$ cat src/rtl/operand_loader.sv
// Operand loader: debounced load button steps a 4-state FSM that captures two
// operands and an opcode for the ALU; a synchronized clear button wipes everything.
module operand_loader #(
    parameter int N        = 4,
    parameter int DEBOUNCE = 4
) (
    input  logic         clk,
    input  logic         rst,
    input  logic [N-1:0] switches,
    input  logic [1:0]   opSwitches,
    input  logic         loadBtn,
    input  logic         clearBtn,
    output logic [N-1:0] firstNum,
    output logic [N-1:0] secNum,
    output logic [1:0]   operation,
    output logic         valid,
    output logic [1:0]   stateCode
);

    // state   | meaning
    // LOAD_A  | waiting for press to capture first operand
    // LOAD_B  | waiting for press to capture second operand
    // LOAD_OP | waiting for press to capture opcode
    // READY   | all values loaded, valid high; next press restarts entry
    typedef enum logic [1:0] {
        LOAD_A  = 2'b00,
        LOAD_B  = 2'b01,
        LOAD_OP = 2'b10,
        READY   = 2'b11
    } state_t;

    localparam int CW = $clog2(DEBOUNCE + 1);

    logic          load_sync1_q, load_sync1_d;
    logic          load_sync2_q, load_sync2_d;
    logic          clear_sync1_q, clear_sync1_d;
    logic          clear_sync2_q, clear_sync2_d;
    logic [CW-1:0] deb_cnt_q, deb_cnt_d;
    logic          deb_level_q, deb_level_d;
    logic          press_pulse_q, press_pulse_d;
    state_t        state_q, state_d;
    logic [N-1:0]  first_num_q, first_num_d;
    logic [N-1:0]  sec_num_q, sec_num_d;
    logic [1:0]    operation_q, operation_d;

    always_comb begin
        load_sync1_d  = loadBtn;
        load_sync2_d  = load_sync1_q;
        clear_sync1_d = clearBtn;
        clear_sync2_d = clear_sync1_q;
    end

    // Level flips on the edge where the mismatch run would reach DEBOUNCE.
    always_comb begin
        deb_cnt_d   = '0;
        deb_level_d = deb_level_q;
        if (load_sync2_q != deb_level_q) begin
            if (deb_cnt_q == CW'(DEBOUNCE - 1)) begin
                deb_level_d = load_sync2_q;
            end else begin
                deb_cnt_d = deb_cnt_q + CW'(1);
            end
        end
        press_pulse_d = deb_level_d & ~deb_level_q;
    end

    always_comb begin
        state_d     = state_q;
        first_num_d = first_num_q;
        sec_num_d   = sec_num_q;
        operation_d = operation_q;
        if (clear_sync2_q) begin
            state_d     = LOAD_A;
            first_num_d = '0;
            sec_num_d   = '0;
            operation_d = '0;
        end else if (press_pulse_q) begin
            case (state_q)
                LOAD_A: begin
                    first_num_d = switches;
                    state_d     = LOAD_B;
                end
                LOAD_B: begin
                    sec_num_d = switches;
                    state_d   = LOAD_OP;
                end
                LOAD_OP: begin
                    operation_d = opSwitches;
                    state_d     = READY;
                end
                default: state_d = LOAD_A;
            endcase
        end
    end

    always_ff @(posedge clk or negedge rst) begin
        if (!rst) begin
            load_sync1_q  <= 1'b0;
            load_sync2_q  <= 1'b0;
            clear_sync1_q <= 1'b0;
            clear_sync2_q <= 1'b0;
            deb_cnt_q     <= '0;
            deb_level_q   <= 1'b0;
            press_pulse_q <= 1'b0;
            state_q       <= LOAD_A;
            first_num_q   <= '0;
            sec_num_q     <= '0;
            operation_q   <= '0;
        end else begin
            load_sync1_q  <= load_sync1_d;
            load_sync2_q  <= load_sync2_d;
            clear_sync1_q <= clear_sync1_d;
            clear_sync2_q <= clear_sync2_d;
            deb_cnt_q     <= deb_cnt_d;
            deb_level_q   <= deb_level_d;
            press_pulse_q <= press_pulse_d;
            state_q       <= state_d;
            first_num_q   <= first_num_d;
            sec_num_q     <= sec_num_d;
            operation_q   <= operation_d;
        end
    end

    assign firstNum  = first_num_q;
    assign secNum    = sec_num_q;
    assign operation = operation_q;
    assign stateCode = state_q;
    assign valid     = (state_q == READY);

endmodule

$ cat config.mk
export PLATFORM = sky130hd
export DESIGN_NAME = operand_loader
export DESIGN_NICKNAME = d
export VERILOG_FILES = /design/src/rtl/operand_loader.sv
export SDC_FILE = /design/constraint.sdc
export NUM_CORES = 1
export LEC_CHECK = 0
export CAP_MARGIN = 20
export CORE_MARGIN = 8
export CORE_UTILIZATION = 45
export CTS_BUF_LIST = sky130_fd_sc_hd__clkbuf_4 sky130_fd_sc_hd__clkbuf_8
export DETAILED_ROUTE_END_ITERATION = 16
export PLACE_DENSITY = 0.87
export REMOVE_ABC_BUFFERS = 1
export SLEW_MARGIN = 20
export SYNTH_ARGS = -nofsm -noshare
export SYNTH_HDL_FRONTEND = slang
export SYNTH_SLANG_ARGS = --single-unit
export TNS_END_PERCENT = 5
$ cat constraint.sdc
create_clock -name clk -period 1.2 [get_ports clk]
set_input_delay 0.12 -clock clk [delete_from_list [all_inputs] [get_ports clk]]
set_output_delay 0.12 -clock clk [all_outputs]
set_load 0.02 [all_outputs]
==> impl_results.md <==
- Hold WS: ~140 ps
- IO buf count: 22
- RSZ-0062 raised after global routing: yes
- Nature of the critical path endpoint: register
- Routability cong.: 0.679
- 1st-iter DRT viols: 9
- Initial antenna violation count: 0
- Vias in the first global route: around 630
- Adder-cell share of the synthesized area: 0.0685
- Largest family of logic cells by synthesized area: simple AND/OR/NAND/NOR gates
- # IOs: 23
- Avg Inst Size Synth: 13.0 sq um
- Final worst-path cycle share: 1.01
- Maximum vdd drop: 0.962 mV
- Synth Area in Compound Gates: 0.0329
- Post-synthesis mux area share: 0.111
- Slew headroom: 0.739
- CP max stage delay: 400 ps
- Fin area: around 1200 sq um
- Final WL: 1610 um
- CP max stage cell: dfrtp_1
- Logic pwr share: 0.158
- Layout Nets: 113
- PnR worst setup slack: -8.33 ps
- Clk slew on worst S/H paths: roughly 110 ps
- Yosys warning count: 0
- Min cycle time layout: 1210 ps
- H-tree depth: 1
- Starting Density: 0.470
- Leakage power: 0.609 nW
- Largest net degree at the start of global routing: 22
- Synthesis-to-finish area growth: 29.5%
- Clock share of power: 0.255
- CP cell instances: buf_6 -> inv_2 -> ha_1 -> mux2i_1 -> nor2_1
- Simple-Gate Fraction of Synth Area: 0.155
- # rows: 16
- Die area: about 3700 sq um
- Sequential power share: 0.587
- Dpl cell area: 1160 sq um
- Die Y-Extent: 61.1 um
- Via count: around 570
- Pre-Repair DR Iteration Count: 3
- Post-synthesis sequential area ratio: 0.575
- Grt ovf: 0
- Critical path arrival: 1390 ps
- Maximum clock frequency: 0.828 GHz
- Startpoint Class: register
- Quantity of hold-fixing buffers added after cts: 0
- Root buf cell: clkbuf_4
- Yosys reg bits: 21
- Pint: 1.05 mW
- Post-Syn Area: roughly 910 sq um
- Actual slew at the worst max-slew pin: between 300 and 400 ps
- Crit Path Max Fanout: 3
- Final TNS setup: -8.33 ps
- CTS buffer count: 3
- Clk Latency, worst-skew pair: 300 ps
- Post-route ant nets: 0
- Dpl hpwl: 1300 um
- Die width: 61.1 um
- Residual DRC: 0
- N_diodes: 0
- CTS Buffer Depth: 2
- Layout cells sized above 1: 0.175
- First-pass GRT wire length: 2790 um
- Dpl ws: -27.7 ps
- Switch share: 0.244
- Critical path class: reg2reg
- Gr usage total: 0.101
- Routed wire length per instance: 13.0 um
- Vias/cell: ~4.6
- Worst Skew: 0.850 ps
- CTS sink cnt: 21
- Setup Viol. Count Final: 1
- Critical path required time: 1380 ps
- CTS tree: yes
- Max Cap Viol: 0
- Status: finished with violations
- Switching pwr: 0.337 mW
- Distinct cells, synth: 19
- Failing checks: negative setup slack
- Core ar.: about 1900 sq um
- Hold Path Class: in2async
- Hold Vio Cnt, Final: 0
- Slew Viols, Final: 0
- Xor/xnor share of the synthesized area: 0.0192
- Pwr dens: 1170 nW/um^2
- Post-Syn Instances: 70
[final timing paths]
path	start	to	slack, ps	cells past startpoint
worst max-delay path	stateCode[0]	stateCode[1]	-8	5
worst min-delay path	rst	load_sync2_q	140	2
min in group clk	clearBtn	clear_sync1_q	250	1
worst max register to register	stateCode[0]	stateCode[1]	-8	5
worst min register to register	clear_sync1_q	clear_sync2_q	370	0
max in group asynchronous	rst	secNum[1]	850	2
[worst max-delay path, delay by kind of cell, from the launching register on]
kind | cells | cell delay, ps
fa+ha+maj | 1 | 280
buf+inv | 2 | 160
flops | 1 | 400
mux | 1 | 180
simple gates | 1 | 70
[synth_stat cells, drive strengths merged]
cell type  number  share of area
a21bo           2          0.022
a21oi           2          0.011
and2            1         0.0096
and2b           1         0.0082
and3b           1         0.0096
buf             3          0.030
dfrtp          21           0.58
ha              5          0.068
inv             2         0.0082
mux2            1          0.012
mux2i           9          0.099
nand2           1         0.0041
nand2b         12          0.082
nand3           2          0.011
nor2            2         0.0082
nor3            1         0.0055
nor3b           2          0.016
xnor2           2          0.019
[registers in the layout, summed over array words and instances, names as in the netlist]
register,flops
secNum,4
clear_sync1_q,1
clear_sync2_q,1
deb_level_q,1
load_sync2_q,1
operation,2
firstNum,4
load_sync1_q,1
press_pulse_q,1
stateCode,2
deb_cnt_q,3
[placed cells by master (no fill, tap or decap), types with 3 or more instances in the layout]
| cell | n |
|---|---|
| dfrtp_1 | 21 |
| nand2b_1 | 12 |
| dlygate4sd2_1 | 11 |
| mux2i_1 | 9 |
| clkdlybuf4s50_1 | 9 |
| ha_1 | 4 |
| clkbuf_4 | 4 |
| buf_4 | 3 |
[cell type report]
cell class | instances | area, sq um
Clock buffer | 4 | 30.0
Timing Repair Buffer | 26 | 230
Multi-Input combinational cell | 44 | 355
Sequential cell | 21 | 526
Inverter | 2 | 7.51
Fill cell | 181 | 759
Tap cell | 27 | 33.8
[per-stage QoR]
stage	instances	total power, mW	utilization
final	124	1.38	0.609
after global routing	124	1.47	0.609
after CTS	123	1.40	0.607
after detailed placement	119	1.06	0.599
after global placement	119	1.04	0.599
after floorplan	67	0.953	-
[power by group through the flow]
stage | combinational [mW] | clock (mW) | sequential [mW]
after CTS | 0.224 | 0.361 | 0.814
after floorplan | 0.124 | 0 | 0.829
after global routing | 0.249 | 0.397 | 0.820
final | 0.218 | 0.353 | 0.812
after detailed placement | 0.227 | 0 | 0.828
after global placement | 0.213 | 0 | 0.823
[what timing repair did]
| action | CTS | global route |
|---|---|---|
| pin swaps | 0 | 0 |
| resized for setup | 18 | 4 |
| cloned | 0 | 0 |
| setup endpoints to repair | 24 | 15 |
| setup buffers | 0 | 1 |
[per-layer routing]
metal  wire (um)  global-route usage
met1         605               0.110
met5           0                   0
met2         905               0.187
met4          20              0.0299
met3          81              0.0251
[kinds of logic (layout without fill, tap and decap cells)]
| family | count (synthesis) | after routing |
|---|---|---|
| multiplexers | 10 | 10 |
| flip-flops | 21 | 21 |
| buffers and inverters | 5 | 32 |
| AND/OR/NAND/NOR | 23 | 23 |
| adder cells (fa/ha/maj) | 5 | 5 |
| AO/OA/AOI/OAI | 4 | 4 |
| XOR/XNOR | 2 | 2 |
Power figures use the tool's default switching activity.
